## src/rtl/branch_ctrl.sv

```systemverilog
// branch_ctrl
// Branch resolution controller for the ID stage. Owns the architectural N/Z
// flags, resolves B / BL / CBZ / B.cond, drives PC-select (take), pipeline
// stall and IF/ID flush, and keeps saturating branch statistics.
//
// State table:
//   IDLE       | normal operation; resolves branches with no flag hazard
//   WAIT_FLAGS | one stall cycle elapsed; resolve held B.cond on new flags
//   SQUASH     | flush the wrong-path instruction fetched after a taken branch
//
// Ports:
//   clk, reset_n               clock, async active-low reset
//   flag_we, ex_neg, ex_zero   flag write from EX stage
//   br_valid, br_type, br_cond branch in ID (type: 00 B, 01 BL, 10 CBZ, 11 B.cond)
//   cbz_zero                   CBZ operand is zero
//   clr_counts                 synchronous clear of statistics counters
//   take, stall, flush         pipeline control
//   br_done, link_we           branch resolved / BL link write
//   flag_n, flag_z             architectural flags
//   br_count, taken_count      saturating statistics counters
module branch_ctrl #(
  parameter int CNT_W = 16
) (
  input  logic             clk,
  input  logic             reset_n,
  input  logic             flag_we,
  input  logic             ex_neg,
  input  logic             ex_zero,
  input  logic             br_valid,
  input  logic [1:0]       br_type,
  input  logic [4:0]       br_cond,
  input  logic             cbz_zero,
  input  logic             clr_counts,
  output logic             take,
  output logic             stall,
  output logic             flush,
  output logic             br_done,
  output logic             link_we,
  output logic             flag_n,
  output logic             flag_z,
  output logic [CNT_W-1:0] br_count,
  output logic [CNT_W-1:0] taken_count
);

  typedef enum logic [1:0] {
    IDLE,
    WAIT_FLAGS,
    SQUASH
  } state_t;

  localparam logic [1:0] TYPE_B     = 2'b00;
  localparam logic [1:0] TYPE_BL    = 2'b01;
  localparam logic [1:0] TYPE_CBZ   = 2'b10;
  localparam logic [1:0] TYPE_BCOND = 2'b11;

  localparam logic [CNT_W-1:0] CNT_MAX = '1;

  state_t     state, state_nxt;
  logic [3:0] held_cond;

  // Unlisted condition codes are never taken.
  function automatic logic cond_holds(input logic [3:0] code, input logic n, input logic z);
    logic r;
    case (code)
      4'b0000: r = z;
      4'b0001: r = ~z;
      4'b1010: r = ~n;
      4'b1011: r = n;
      4'b1100: r = ~n & ~z;
      4'b1101: r = n | z;
      default: r = 1'b0;
    endcase
    return r;
  endfunction

  always_ff @(posedge clk or negedge reset_n) begin
    if (!reset_n) begin
      state <= IDLE;
    end else begin
      state <= state_nxt;
    end
  end

  always_ff @(posedge clk or negedge reset_n) begin
    if (!reset_n) begin
      flag_n <= 1'b0;
      flag_z <= 1'b0;
    end else if (flag_we) begin
      flag_n <= ex_neg;
      flag_z <= ex_zero;
    end
  end

  // The condition is captured on the stall cycle so the resolve in
  // WAIT_FLAGS does not depend on ID still presenting the same field.
  always_ff @(posedge clk or negedge reset_n) begin
    if (!reset_n) begin
      held_cond <= 4'b0000;
    end else if (stall) begin
      held_cond <= br_cond[3:0];
    end
  end

  // stall and flush never depend on take, so there is no path from the
  // branch outcome back into the hazard decode.
  always_comb begin
    state_nxt = state;
    take      = 1'b0;
    stall     = 1'b0;
    flush     = 1'b0;
    br_done   = 1'b0;
    link_we   = 1'b0;
    case (state)
      IDLE: begin
        if (br_valid) begin
          if (br_type == TYPE_BCOND && flag_we) begin
            stall     = 1'b1;
            state_nxt = WAIT_FLAGS;
          end else begin
            br_done = 1'b1;
            case (br_type)
              TYPE_B, TYPE_BL: take = 1'b1;
              TYPE_CBZ:        take = cbz_zero;
              default:         take = cond_holds(br_cond[3:0], flag_n, flag_z);
            endcase
            link_we   = (br_type == TYPE_BL);
            state_nxt = take ? SQUASH : IDLE;
          end
        end
      end
      WAIT_FLAGS: begin
        br_done   = 1'b1;
        take      = cond_holds(held_cond, flag_n, flag_z);
        state_nxt = take ? SQUASH : IDLE;
      end
      SQUASH: begin
        flush     = 1'b1;
        state_nxt = IDLE;
      end
      default: state_nxt = IDLE;
    endcase
  end

  always_ff @(posedge clk or negedge reset_n) begin
    if (!reset_n) begin
      br_count    <= '0;
      taken_count <= '0;
    end else if (clr_counts) begin
      br_count    <= '0;
      taken_count <= '0;
    end else begin
      if (br_done && br_count != CNT_MAX) begin
        br_count <= br_count + CNT_W'(1);
      end
      if (take && taken_count != CNT_MAX) begin
        taken_count <= taken_count + CNT_W'(1);
      end
    end
  end

endmodule

```

## config.mk

```make
export PLATFORM = sky130hd
export DESIGN_NAME = branch_ctrl
export DESIGN_NICKNAME = d
export VERILOG_FILES = /design/src/rtl/branch_ctrl.sv
export SDC_FILE = /design/constraint.sdc
export NUM_CORES = 1
export LEC_CHECK = 0
export ABC_AREA = 0
export ABC_CLOCK_PERIOD_IN_PS = 6200
export BUFFER_PORTS_ARGS = -buffer_cell sky130_fd_sc_hd__buf_4
export CORE_UTILIZATION = 58
export DETAILED_ROUTE_END_ITERATION = 10
export HOLD_SLACK_MARGIN = 0.12
export PLACE_DENSITY_LB_ADDON = 0.15
export SYNTH_ARGS = -nofsm -noshare
export SYNTH_HDL_FRONTEND = slang
export SYNTH_SLANG_ARGS = --single-unit
```

## constraint.sdc

```tcl
create_clock -name clk -period 6.2 [get_ports clk]
set_clock_uncertainty 0.15 [all_clocks]
set_input_delay 1.86 -clock clk [delete_from_list [all_inputs] [get_ports clk]]
set_output_delay 1.86 -clock clk [all_outputs]
set_load 0.01 [all_outputs]
```

==> out/results.md <==
| Group | Item | Reported |
| --- | --- | --- |
| global route | Global-route congestion overflow total | 0 |
| layout | Share of layout cells above drive strength 1 | 26.1% |
| layout | Leading cell types in the layout, fill and taps excluded | buf_4 (52), nor2_1 (45), dfrtp_1 (40) |
| layout | Antenna diode instance count | 0 |
| power and ir drop | Maximum vdd drop | 0.128 mV |
| min path | Number of cells on the worst hold path | 2 |
| floorplan | Area of the die | 4470 um2 |
| clock tree | Worst-Skew Late Latency | 290 ps |
| routing | Routed wire per std cell | 14.6 um |
| place | HPWL Detailed | 3.67 mm |
| sta | Max_slew headroom | 45.8% |
| sta | Max Transition Viols Final | 0 |
| yosys | Main synth FF type | dfrtp_1 |
| layout | Area growth from synthesis to layout | 20.4% |
| clock tree | Clock tree from TritonCTS | built |
| routing | Number of detailed-route iterations in the first pass | 4 |
| place | Area of placed instances | 2840 um2 |
| place | Count of buffers inserted at the top-level ports | 52 |
| sta | Final Hold Viols | 0 |
| floorplan | Cell Rows | 23 |
| min path | Hold Path Class | flop to flop |
| layout | Filler Cells Inserted | 326 |
| routing | Total wire length after detailed routing | 5.22 mm |
| global route | Gr usage total | 25.4% |
| sta | Portion of the clock cycle consumed by the worst path in the final layout | 82.8% |
| clock tree | Number of buffers on the longest clock path | 2 |
| yosys | Syn Nets | 273 |
| sta | Setup TNS Final | 0 ps |
| clock tree | Number of buffers inserted by post-CTS setup repair | 0 |
| critical path | Top delay family on crit path | compound AO/OA/AOI/OAI gates |
| routing | Number of vias after detailed routing | 2050 |
| clock tree | CTS Sinks | 40 |
| critical path | Worst setup slack for register-to-register paths | 3760 ps |
| clock tree | Hold-fix buffers, CTS | 0 |
| floorplan | Starting density of the core | 60.5% |
| yosys | Share of the synthesized area in the top cell type | 41.0% |
| global route | Via count of the first global-routing pass | 1880 |
| clock tree | Count of cells resized by post-cts repair | 0 |
| clock tree | Deepest level of the CTS H-tree | 2 |
| critical path | Type of origin of the critical path | primary input |
| floorplan | Die Y-Extent | 66.8 um |
| sta | Number of setup violations in the final report | 0 |
| floorplan | Chip width | 66.8 um |
| critical path | Ordered cell list for the critical path | buf_4, o311ai_0, o2111ai_1, a21bo_2, nand2_1, buf_4 |
| run | Total of max-cap violations | 0 |
| yosys | Distinct cells, synth | 40 |
| critical path | Worst setup path class | primary input to output pin |
| yosys | Mean post-synth cell area | 9.53 um2 |
| global route | Global-route wire length before repair | 8.56 mm |
| critical path | Stage delay of the slowest cell on the critical path | 360 ps |
| yosys | Cell count after synthesis | 256 |
| sta | Worst Slack Setup Final | 1070 ps |
| yosys | Post-synthesis async set-or-reset flop share | 100% |
| place | Setup WS pre-CTS | 1060 ps |
| critical path | Most used cell, CP | buf_4 |
| yosys | Sequential cell area fraction in the yosys report | 41.0% |
| layout | Leading cell type in the layout, fill and taps excluded | buf_4 |
| yosys | Number of flip-flops and latches in the synthesized netlist | 40 |
| sta | Upper clock frequency limit | 195 MHz |
| routing | Vias per std cell | 5.74 |
| yosys | Number of enable-type register cells in the synthesized netlist | 0 |
| place | Routability Congestion | 0.818 |
| global route | Maximum number of pins on one net before global-route repair | 49 |
| critical path | Critical path peak fanout | 12 |
| layout | Final Cell Area | 2940 um2 |
| critical path | Cell depth of the worst setup path | 6 |
| routing | Final routed DRC violation total | 0 |
| global route | Initial antenna violation count | 0 |
| clock tree | Number of buffers created by CTS | 5 |
| clock tree | Clock root buffer | clkbuf_8 |
| yosys | Cell accounting for the most synthesized area | dfrtp_1 |
| sta | Measured slew at the worst slew-check pin | 811 ps |
| critical path | Register-to-Register Path Depth | 6 |
| critical path | Arrival time at the worst endpoint | 3120 ps |
| power and ir drop | P per Cell Area | 190 nW/um2 |
| routing | Residual antenna-violating net count after detailed routing | 0 |
| sta | Minimum clock period | 5130 ps |
| sta | Unrepaired setup endpoints after global routing | no |
| layout | Net total in the final layout | 323 |
| floorplan | Count of boundary I/O pins | 54 |
| critical path | Number of buffers and inverters on the critical path | 2 |
| floorplan | Core outline area | 4030 um2 |
| clock tree | Register clock-pin slew on the reported worst setup and hold paths | 80 ps |
| critical path | CP max stage cell | a21bo_2 |
| routing | Drt initial violations | 104 |
| power and ir drop | Leakage | 1.32 nW |
| yosys | Number of warnings reported in the yosys synthesis log | 0 |
| yosys | Synth top area cells | dfrtp_1 (41%), nor2_1 (6.9%), mux2_1 (6.5%) |
| yosys | Combined area of all synthesized cells | 2440 um2 |
| status | Outcome | completed |
| critical path | Required arrival time at the worst endpoint | 4190 ps |
| critical path | Crit path capture type | output pin |
## cell type report
class / count / area (um2) / share of cell area (%)
clock inverter: 1 / 7.51 / 0.256
clock buffer: 7 / 86.3 / 2.94
multi-input combinational: 199 / 1360 / 46.3
timing repair buffer: 52 / 390 / 13.3
tap: 50 / 62.6 / 2.13
inverter: 8 / 30.0 / 1.02
sequential: 40 / 1000 / 34.1
## state kept, by name (all words and copies together) (netlist names)
name and count:
br_count 16, flag_n 1, flag_z 1, held_cond 4, state 2, taken_count 16
## worst paths after layout
kind	from	endpoint
max	br_cond[1]	take
min	br_count[8]$_DFFE_PN0P_	br_count[8]$_DFFE_PN0P_
max reg2reg	flag_n$_DFFE_PN0P_	taken_count[13]$_DFFE_PN0P_
min reg2reg	br_count[8]$_DFFE_PN0P_	br_count[8]$_DFFE_PN0P_
max in group asynchronous	reset_n	taken_count[4]$_DFFE_PN0P_
min in group asynchronous	reset_n	br_count[10]$_DFFE_PN0P_
## worst min-delay path, stage by stage, from the launching register on
cell	delay, ps
dfrtp_1	380
xor2_1	80
nor2_1	80
## per-stage QoR
step | instances | util [%] | total power [mW] | hold WS [ps]
floorplan | 256 | - | 0.346 | 395
global placement | 349 | 70.6 | 0.376 | 399
detailed placement | 349 | 70.6 | 0.379 | 400
CTS | 357 | 72.9 | 0.565 | 422
global route | 357 | 72.9 | 0.586 | 457
finish | 357 | 72.9 | 0.559 | 424
## per-layer routing
layer / global-route usage (%) / vias up / share of wire [%]
met3: 5.82 / 9 / 4.9
li1: - / 1012 / -
met2: 40.0 / 57 / 46
met1: 33.7 / 972 / 47
met4: 9.57 / 0 / 1.6
met5: 0 / - / 0
## report_power, final
group          switching (mW)  internal [mW]  total [mW]
registers              0.0168          0.273       0.290
clock network          0.0957         0.0906       0.186
logic                  0.0436         0.0397      0.0833
## synth_stat cells, types with 3 or more instances
master,number
nor3_1,4
mux2_2,7
xnor2_1,4
mux2_1,14
nand4_1,11
nand3_1,21
inv_1,8
and3_1,6
clkbuf_1,7
a21oi_1,4
o32ai_1,5
dfrtp_1,40
and2_1,4
nor2b_1,13
a211oi_2,3
nand2_1,16
xor2_1,14
nand2b_1,3
nor2_1,45
## cell families (layout without fill, tap and decap cells)
group,count (synthesis),in the layout,share of synthesized area (%)
flip-flops,40,40,41.0
XOR/XNOR,18,18,6.46
AO/OA/AOI/OAI,25,25,10.7
AND/OR/NAND/NOR,131,131,27.0
multiplexers,23,23,10.5
buffers and inverters,17,68,3.23
adder cells (fa/ha/maj),2,2,1.03
No activity file was read; power rests on OpenSTA's default activity.
